$ cat src/rtl/divider_16b_by_8b_iter.sv
// divider_16b_by_8b_iter
//   Iterative unsigned restoring divider. Accepts a DIVIDEND_W-bit dividend and a
//   DIVISOR_W-bit divisor on a val/rdy input stream. Produces the quotient and
//   remainder on a val/rdy output stream, one quotient bit per CALC cycle.
//
//   Optional feature macro: DIVIDER_EARLY_EXIT_EN
//     When defined, operands with in0 < in1 (in1 != 0) skip CALC and finish in
//     one cycle. When undefined, they take the full CALC path and give the same
//     final values.
//
// Ports
//   clk          rising-edge clock
//   reset_n      asynchronous active-low reset
//   istream_val  operands valid
//   istream_rdy  block can accept operands (state == IDLE)
//   in0          dividend, unsigned
//   in1          divisor, unsigned
//   ostream_val  result valid (state == DONE)
//   ostream_rdy  consumer accepts result
//   quotient     in0 / in1 (all ones when in1 == 0)
//   remainder    in0 % in1 (low bits of in0 when in1 == 0)
//   div_by_zero  result came from in1 == 0
//
// state | meaning
// ------+------------------------------------------------------------
// IDLE  | waiting for operands, istream_rdy = 1
// CALC  | one shift-subtract step per cycle, count steps remaining
// DONE  | result presented, held until ostream_rdy

module divider_16b_by_8b_iter #(
    parameter int DIVIDEND_W = 16,
    parameter int DIVISOR_W  = 8
) (
    input  logic                  clk,
    input  logic                  reset_n,
    input  logic                  istream_val,
    output logic                  istream_rdy,
    input  logic [DIVIDEND_W-1:0] in0,
    input  logic [DIVISOR_W-1:0]  in1,
    output logic                  ostream_val,
    input  logic                  ostream_rdy,
    output logic [DIVIDEND_W-1:0] quotient,
    output logic [DIVISOR_W-1:0]  remainder,
    output logic                  div_by_zero
);

    localparam int CNT_W = $clog2(DIVIDEND_W + 1);

    typedef enum logic [1:0] {
        IDLE = 2'd0,
        CALC = 2'd1,
        DONE = 2'd2
    } state_t;

    state_t                state;
    logic [CNT_W-1:0]      count;
    logic [DIVIDEND_W-1:0] dq;         // dividend shifting out, quotient shifting in
    logic [DIVISOR_W-1:0]  rem_r;
    logic [DIVISOR_W-1:0]  divisor_r;
    logic                  dbz_r;

    // Partial remainder after the left shift is DIVISOR_W+1 bits wide. Because
    // it is always below 2*divisor, the top bit of the trial difference is a
    // clean borrow flag: set exactly when shifted < divisor.
    logic [DIVISOR_W:0] shifted;
    logic [DIVISOR_W:0] diff;

    assign shifted = {rem_r, dq[DIVIDEND_W-1]};
    assign diff    = shifted - {1'b0, divisor_r};

    always_ff @(posedge clk or negedge reset_n) begin
        if (!reset_n) begin
            state     <= IDLE;
            count     <= '0;
            dq        <= '0;
            rem_r     <= '0;
            divisor_r <= '0;
            dbz_r     <= 1'b0;
        end else begin
            case (state)
                IDLE: begin
                    if (istream_val) begin
                        dq        <= in0;
                        divisor_r <= in1;
                        rem_r     <= '0;
                        count     <= CNT_W'(DIVIDEND_W);
                        dbz_r     <= 1'b0;
                        if (in1 == '0) begin
                            dq    <= '1;
                            rem_r <= in0[DIVISOR_W-1:0];
                            dbz_r <= 1'b1;
                            state <= DONE;
                        end
`ifdef DIVIDER_EARLY_EXIT_EN
                        else if (in0 < DIVIDEND_W'(in1)) begin
                            dq    <= '0;
                            rem_r <= in0[DIVISOR_W-1:0];
                            state <= DONE;
                        end
`endif
                        else begin
                            state <= CALC;
                        end
                    end
                end

                CALC: begin
                    if (diff[DIVISOR_W]) begin
                        rem_r <= shifted[DIVISOR_W-1:0];
                        dq    <= {dq[DIVIDEND_W-2:0], 1'b0};
                    end else begin
                        rem_r <= diff[DIVISOR_W-1:0];
                        dq    <= {dq[DIVIDEND_W-2:0], 1'b1};
                    end
                    count <= count - CNT_W'(1);
                    if (count == CNT_W'(1)) begin
                        state <= DONE;
                    end
                end

                DONE: begin
                    if (ostream_rdy) begin
                        state <= IDLE;
                        dbz_r <= 1'b0;
                    end
                end

                default: begin
                    state <= IDLE;
                end
            endcase
        end
    end

    assign istream_rdy = (state == IDLE);
    assign ostream_val = (state == DONE);
    assign quotient    = dq;
    assign remainder   = rem_r;
    assign div_by_zero = dbz_r;

endmodule

$ cat config.mk
export PLATFORM = sky130hd
export DESIGN_NAME = divider_16b_by_8b_iter
export DESIGN_NICKNAME = d
export VERILOG_FILES = /design/src/rtl/divider_16b_by_8b_iter.sv
export SDC_FILE = /design/constraint.sdc
export NUM_CORES = 1
export LEC_CHECK = 0
export ABC_AREA = 1
export CAP_MARGIN = 20
export CORE_MARGIN = 5
export CORE_UTILIZATION = 23
export CTS_CLUSTER_SIZE = 14
export DETAILED_ROUTE_END_ITERATION = 7
export SLEW_MARGIN = 20
export SYNTH_ARGS = -nofsm -noshare
export SYNTH_HDL_FRONTEND = slang
export SYNTH_SLANG_ARGS = --single-unit
$ cat constraint.sdc
create_clock -name clk -period 5 [get_ports clk]
set_input_delay 0.75 -clock clk [delete_from_list [all_inputs] [get_ports clk]]
set_output_delay 0.75 -clock clk [all_outputs]
set_load 0.02 [all_outputs]
# After elaboration in Yosys (flattened, before gate mapping)
# Index checks and enable logic that the tools add are counted.
dict set report word_totals {
  reg_bits 40
  word_cells 41
  output_inout_bits 27
}
dict set report op_classes {
  muxes 19
  n_reduce_logical 8
  eq_ne 6
  addsub 2
}
# operator n
set op_table {}
lappend op_table {{2-to-1 mux 16 bit} 2}
lappend op_table {{case mux 16 bit (2 select lines)} 1}
lappend op_table {{2-to-1 mux 8 bit} 3}
lappend op_table {{case mux 8 bit (2 select lines)} 1}
lappend op_table {{case mux 5 bit (2 select lines)} 1}
lappend op_table {{subtractor 9 x 8 -> 9 bit} 1}
lappend op_table {{logical NOT 8 bit} 1}
lappend op_table {{2-to-1 mux 2 bit} 4}
lappend op_table {{case mux 2 bit (3 select lines)} 1}
lappend op_table {{AND reduction 3 bit} 2}
lappend op_table {{== test 5 x 1 -> 1 bit (second input constant)} 1}
lappend op_table {{2-to-1 mux 5 bit} 1}
lappend op_table {{subtractor 5 x 1 -> 5 bit (second input constant)} 1}
lappend op_table {{2-to-1 mux 1 bit} 4}
lappend op_table {{inequality test 2 bit (second input constant)} 2}
lappend op_table {{AND reduction 2 bit} 2}
lappend op_table {{nonzero test 2 bit} 2}
lappend op_table {{== test 2 x 1 -> 1 bit (second input constant)} 1}
lappend op_table {{== test 2 bit (second input constant)} 1}
lappend op_table {{logical NOT 2 bit} 1}
lappend op_table {{inequality test 2 x 1 -> 1 bit (second input constant)} 1}
lappend op_table {{case mux 1 bit (2 select lines)} 1}

# Longest topological paths before layout
dict set report logic_depth {
  depth_word 4
  ltp_mapped 14
  mapped_depth_nobuf 14
}

# Worst setup path before layout
# No wires, ideal clock.
dict set report synth_path {
  path_type {reg2reg}
  from {register dq[15] (netlist: quotient[15])}
  to {register rem_r[7] (netlist: remainder[7])}
  t_arrival_ns 1.923
  required_ns 4.927
  setup_ns 0.073
  slack_ns 3.004
  path_stages_with_launch 15
  path_cell_list {dfrtp_1 > inv_1 > ha_1 > fa_1 > inv_1 > nand2_1 > nand2_2 > nand3_2 > nand2_2 > nand2_4 > nand2_4 > nand2_2 > nand2_1 > nand2_1 > a21oi_2}
}
dict set report synth_via {
  elab_chain_cells 3
}
# element line
set synth_rtl {}
lappend synth_rtl {{start: declaration} 57} ;# logic [DIVIDEND_W-1:0] dq;
lappend synth_rtl {{start signal: assignment} 83} ;# dq <= in0;
lappend synth_rtl {{start signal: assignment} 110} ;# dq <= {dq[DIVIDEND_W-2:0], 1'b0};
lappend synth_rtl {{start signal: assignment} 113} ;# dq <= {dq[DIVIDEND_W-2:0], 1'b1};
lappend synth_rtl {{subtractor 9 x 8 -> 9 bit} 69} ;# assign diff = shifted - {1'b0, divisor_r};
lappend synth_rtl {{2-to-1 mux 8 bit} 108} ;# if (diff[DIVISOR_W]) begin
lappend synth_rtl {{case mux 8 bit (2 select lines)} 80} ;# case (state)
lappend synth_rtl {{end signal: assignment} 90} ;# rem_r <= in0[DIVISOR_W-1:0];
lappend synth_rtl {{end signal: assignment} 109} ;# rem_r <= shifted[DIVISOR_W-1:0];
lappend synth_rtl {{end signal: assignment} 112} ;# rem_r <= diff[DIVISOR_W-1:0];
lappend synth_rtl {{end: declaration} 58} ;# logic [DIVISOR_W-1:0] rem_r;
# No other way between the ends.
# A chain may end at the register's enable or synchronous reset.

# Final worst setup path
dict set report layout_path {
  from {input port istream_val}
  to {register dq[10] (netlist: quotient[10])}
}
dict set report layout_via {
  elab_chain_cells 2
}
# element line
set layout_rtl {}
lappend layout_rtl {{start: declaration} 36} ;# input logic istream_val,
lappend layout_rtl {{inequality test 2 bit (no source line)} -}
lappend layout_rtl {{AND reduction 2 bit (no source line)} -}
# No other way between the ends.

==> summary.txt <==
Logic synthesis
  – Syn nets: 374
  – Synth Area per Inst: 7.53 sq um
  – FF+latch count, synth: 40
  – Sequential-to-total area share from yosys stat: 0.397
  – Yosys cell types: 33
  – Post-synthesis cell count: 335
  – Yosys warning total: 0
  – Mapped Area: roughly 0.0025 sq mm

Worst setup path
  – Crit-path max cell delay: 0.70 ns
  – CP Launch Type: input pin
  – Critical path type: input pin to flip-flop
  – CP max-delay cell: nor2_2
  – Critical path endpoint category: flip-flop
  – Critical-path cell list: clkdlybuf4s50_1, inv_1, nor2_2, nand2_1, o2111ai_1
  – Arrival @ worst endpoint: ~2.7 ns
  – Worst endpoint required time: 5.19 ns
  – CP max FO: 26

Final layout
  – Filler Cell Count: 1165
  – Number of antenna diodes: 0
  – Layout area overhead: 30.3%
  – Finished layout cell area: 0.00329 sq mm
  – Most frequent cells in the layout: 93 x nand2_1, 54 x inv_1, 53 x clkdlybuf4s50_1
  – # nets final: 424
  – Most common cell after layout, fill and taps aside: nand2_1
  – Footprint of the multi-input gates: roughly 0.0012 sq mm
  – Share of post-route cells with drive strength above 1: 0.0777
  – Register area: 0.00100 sq mm

Run
  – Maxcap violations: 0

Pwr
  – Leak: 0.00158 uW
  – VDD IR max: 243 uV
  – Pwr Density: 755 mW/mm^2

Worst hold path
  – Hold WC Path Type: flip-flop to flip-flop

Global routing
  – Total grt overflow: 0
  – Vias in the first global route: 2349
  – Largest net degree at the start of global routing: 41
  – Total track usage: 0.104
  – Initial antenna violation count: 0
  – First-pass GRT wire length: ~11 mm

Die
  – Rows: 38
  – Die Span X: 115 microns
  – Die Y: roughly 110 microns
  – Initial Util: 0.234
  – CORE AREA: between 0.01 and 0.015 sq mm
  – Io pins: 55
  – Die area: 0.0132 sq mm

Drt
  – Routed Wire Length: 6.74 mm
  – Wire per inst: 12.8 microns
  – Via density: 4.46
  – Post-route DRC: 0
  – Post-route ant nets: 0
  – Initial drt markers: just over 70
  – Vias: 2345
  – Drt first pass iters: 4

CTS
  – # clock sinks: 40
  – Post-CTS setup buffers: 0
  – Clock Latency Late Sink: 0.29 ns
  – Num CTS Buffers: 5
  – Max clock buf depth: 2
  – Post-CTS resize count: 0
  – CTS tree: yes
  – Worst-path clk slew: 0.08 ns
  – H-Tree Depth: 2
  – Root buffer cell: clkbuf_8
  – Hold-fix buffers, CTS: 0

STA
  – Worst setup margin: 2.50 ns
  – Worst rel slew slack: 0.388
  – Final setup fails: 0
  – Minimum clock period: 2.50 ns
  – Worst-Margin Slew: 0.918 ns
  – Sum of negative setup slack: 0 ns
  – Max Slew Vio Count: 0
  – Clk_skew: 0.00205 ns
  – Hold Vio Cnt, Final: 0
  – Fmax: between 300 and 400 MHz
  – Final Cycle Share: 0.500
  – Final Hold Slack: 0.488 ns
  – RSZ-0062 raised after global routing: no

Placement
  – Final Wtd Congestion: 0.807
  – Hpwl dp: between 5 and 6 mm
  – Placed cell areas: approximately 0.0032 sq mm
  – Post-Place Worst Slack: 2.20 ns
  – Port Buffers: 54

Run status
  – Run status: finished, final reports clean
critical path: cells and delay by family:
family | cells | cell delay (ns)
compound gates | 1 | 0.22
buf+inv | 2 | 0.60
simple gates | 2 | 1.13
cells in the mapped netlist (all sizes together):
master   instances  area (sq um)
o2111ai          3          26.3
ha              10           125
buf             10          55.1
nand2          100           403
a21o             5          37.5
nor2            18          90.1
o31ai            1          7.51
o21ai           24           120
clkbuf           1          13.8
inv             56           210
a21oi           13          72.6
nand4            6          37.5
fa               1          20.0
dfrtp           40          1000
or2              2          15.0
nand3           25           143
o22ai            1          6.26
a31oi            8          50.1
a41o             1          10.0
xnor2            1          8.76
a21boi           7          52.6
xor2             2          17.5
path summary, 6_finish.rpt:
path,startpoint,end,slack [ns],cells past startpoint
min in group asynchronous,reset_n,divisor_r[4]$_DFFE_PN0P_,0.59,1
setup reg to reg,quotient[15]$_DFFE_PN0P_,quotient[0]$_DFFE_PN0P_,2.87,11
max in group asynchronous,reset_n,remainder[6]$_DFFE_PN0P_,3.83,1
hold reg to reg,divisor_r[0]$_DFFE_PN0P_,divisor_r[0]$_DFFE_PN0P_,0.49,2
setup / recovery,istream_val,quotient[10]$_DFFE_PN0P_,2.50,5
hold / removal,divisor_r[0]$_DFFE_PN0P_,divisor_r[0]$_DFFE_PN0P_,0.49,2
per-layer routing:
metal | track usage | up-vias | routed length, microns
met5 | 0 | - | 0
met4 | 0.0196 | 0 | 27
met3 | 0.0238 | 2 | 295
li1 | - | 1176 | -
met1 | 0.132 | 1121 | 3100
met2 | 0.182 | 46 | 3320
power breakdown:
group	switching (uW)	internal, uW
Combinational	959	635
Clock	121	163
Sequential	124	478
Total	1200	1280
cell type report:
type	instances	share of cell area
Multi-Input combinational cell	228	0.378
Sequential cell	40	0.305
Timing Repair Buffer	54	0.163
Inverter	56	0.0640
Tap cell	140	0.0533
Clock buffer	6	0.0251
Clock inverter	2	0.0118
sequential cells by signal, indices dropped and copies added, names as in the netlist:
register / flops
remainder: 8
state: 2
count: 5
quotient: 16
div_by_zero: 1
divisor_r: 8
kinds of logic (layout without fill, tap and decap cells):
family / Yosys count / in the layout / synth area share
AOI/OAI and AO/OA: 63 / 63 / 0.152
xor gates and xnor gates: 3 / 3 / 0.0104
DFF: 40 / 40 / 0.397
adders and majority gates: 11 / 11 / 0.0575
and+or+nand+nor: 151 / 151 / 0.273
buffers and inverters: 67 / 118 / 0.111
per-stage QoR:
stage,utilization,std cells,total power (uW)
3_5_place_dp,0.293,518,2200
4_1_cts,0.304,526,2510
5_1_grt,0.304,526,2740
3_3_place_gp,0.293,518,2170
2_1_floorplan,-,335,1760
6_report,0.304,526,2480
No activity file was read; power rests on OpenSTA's default activity.
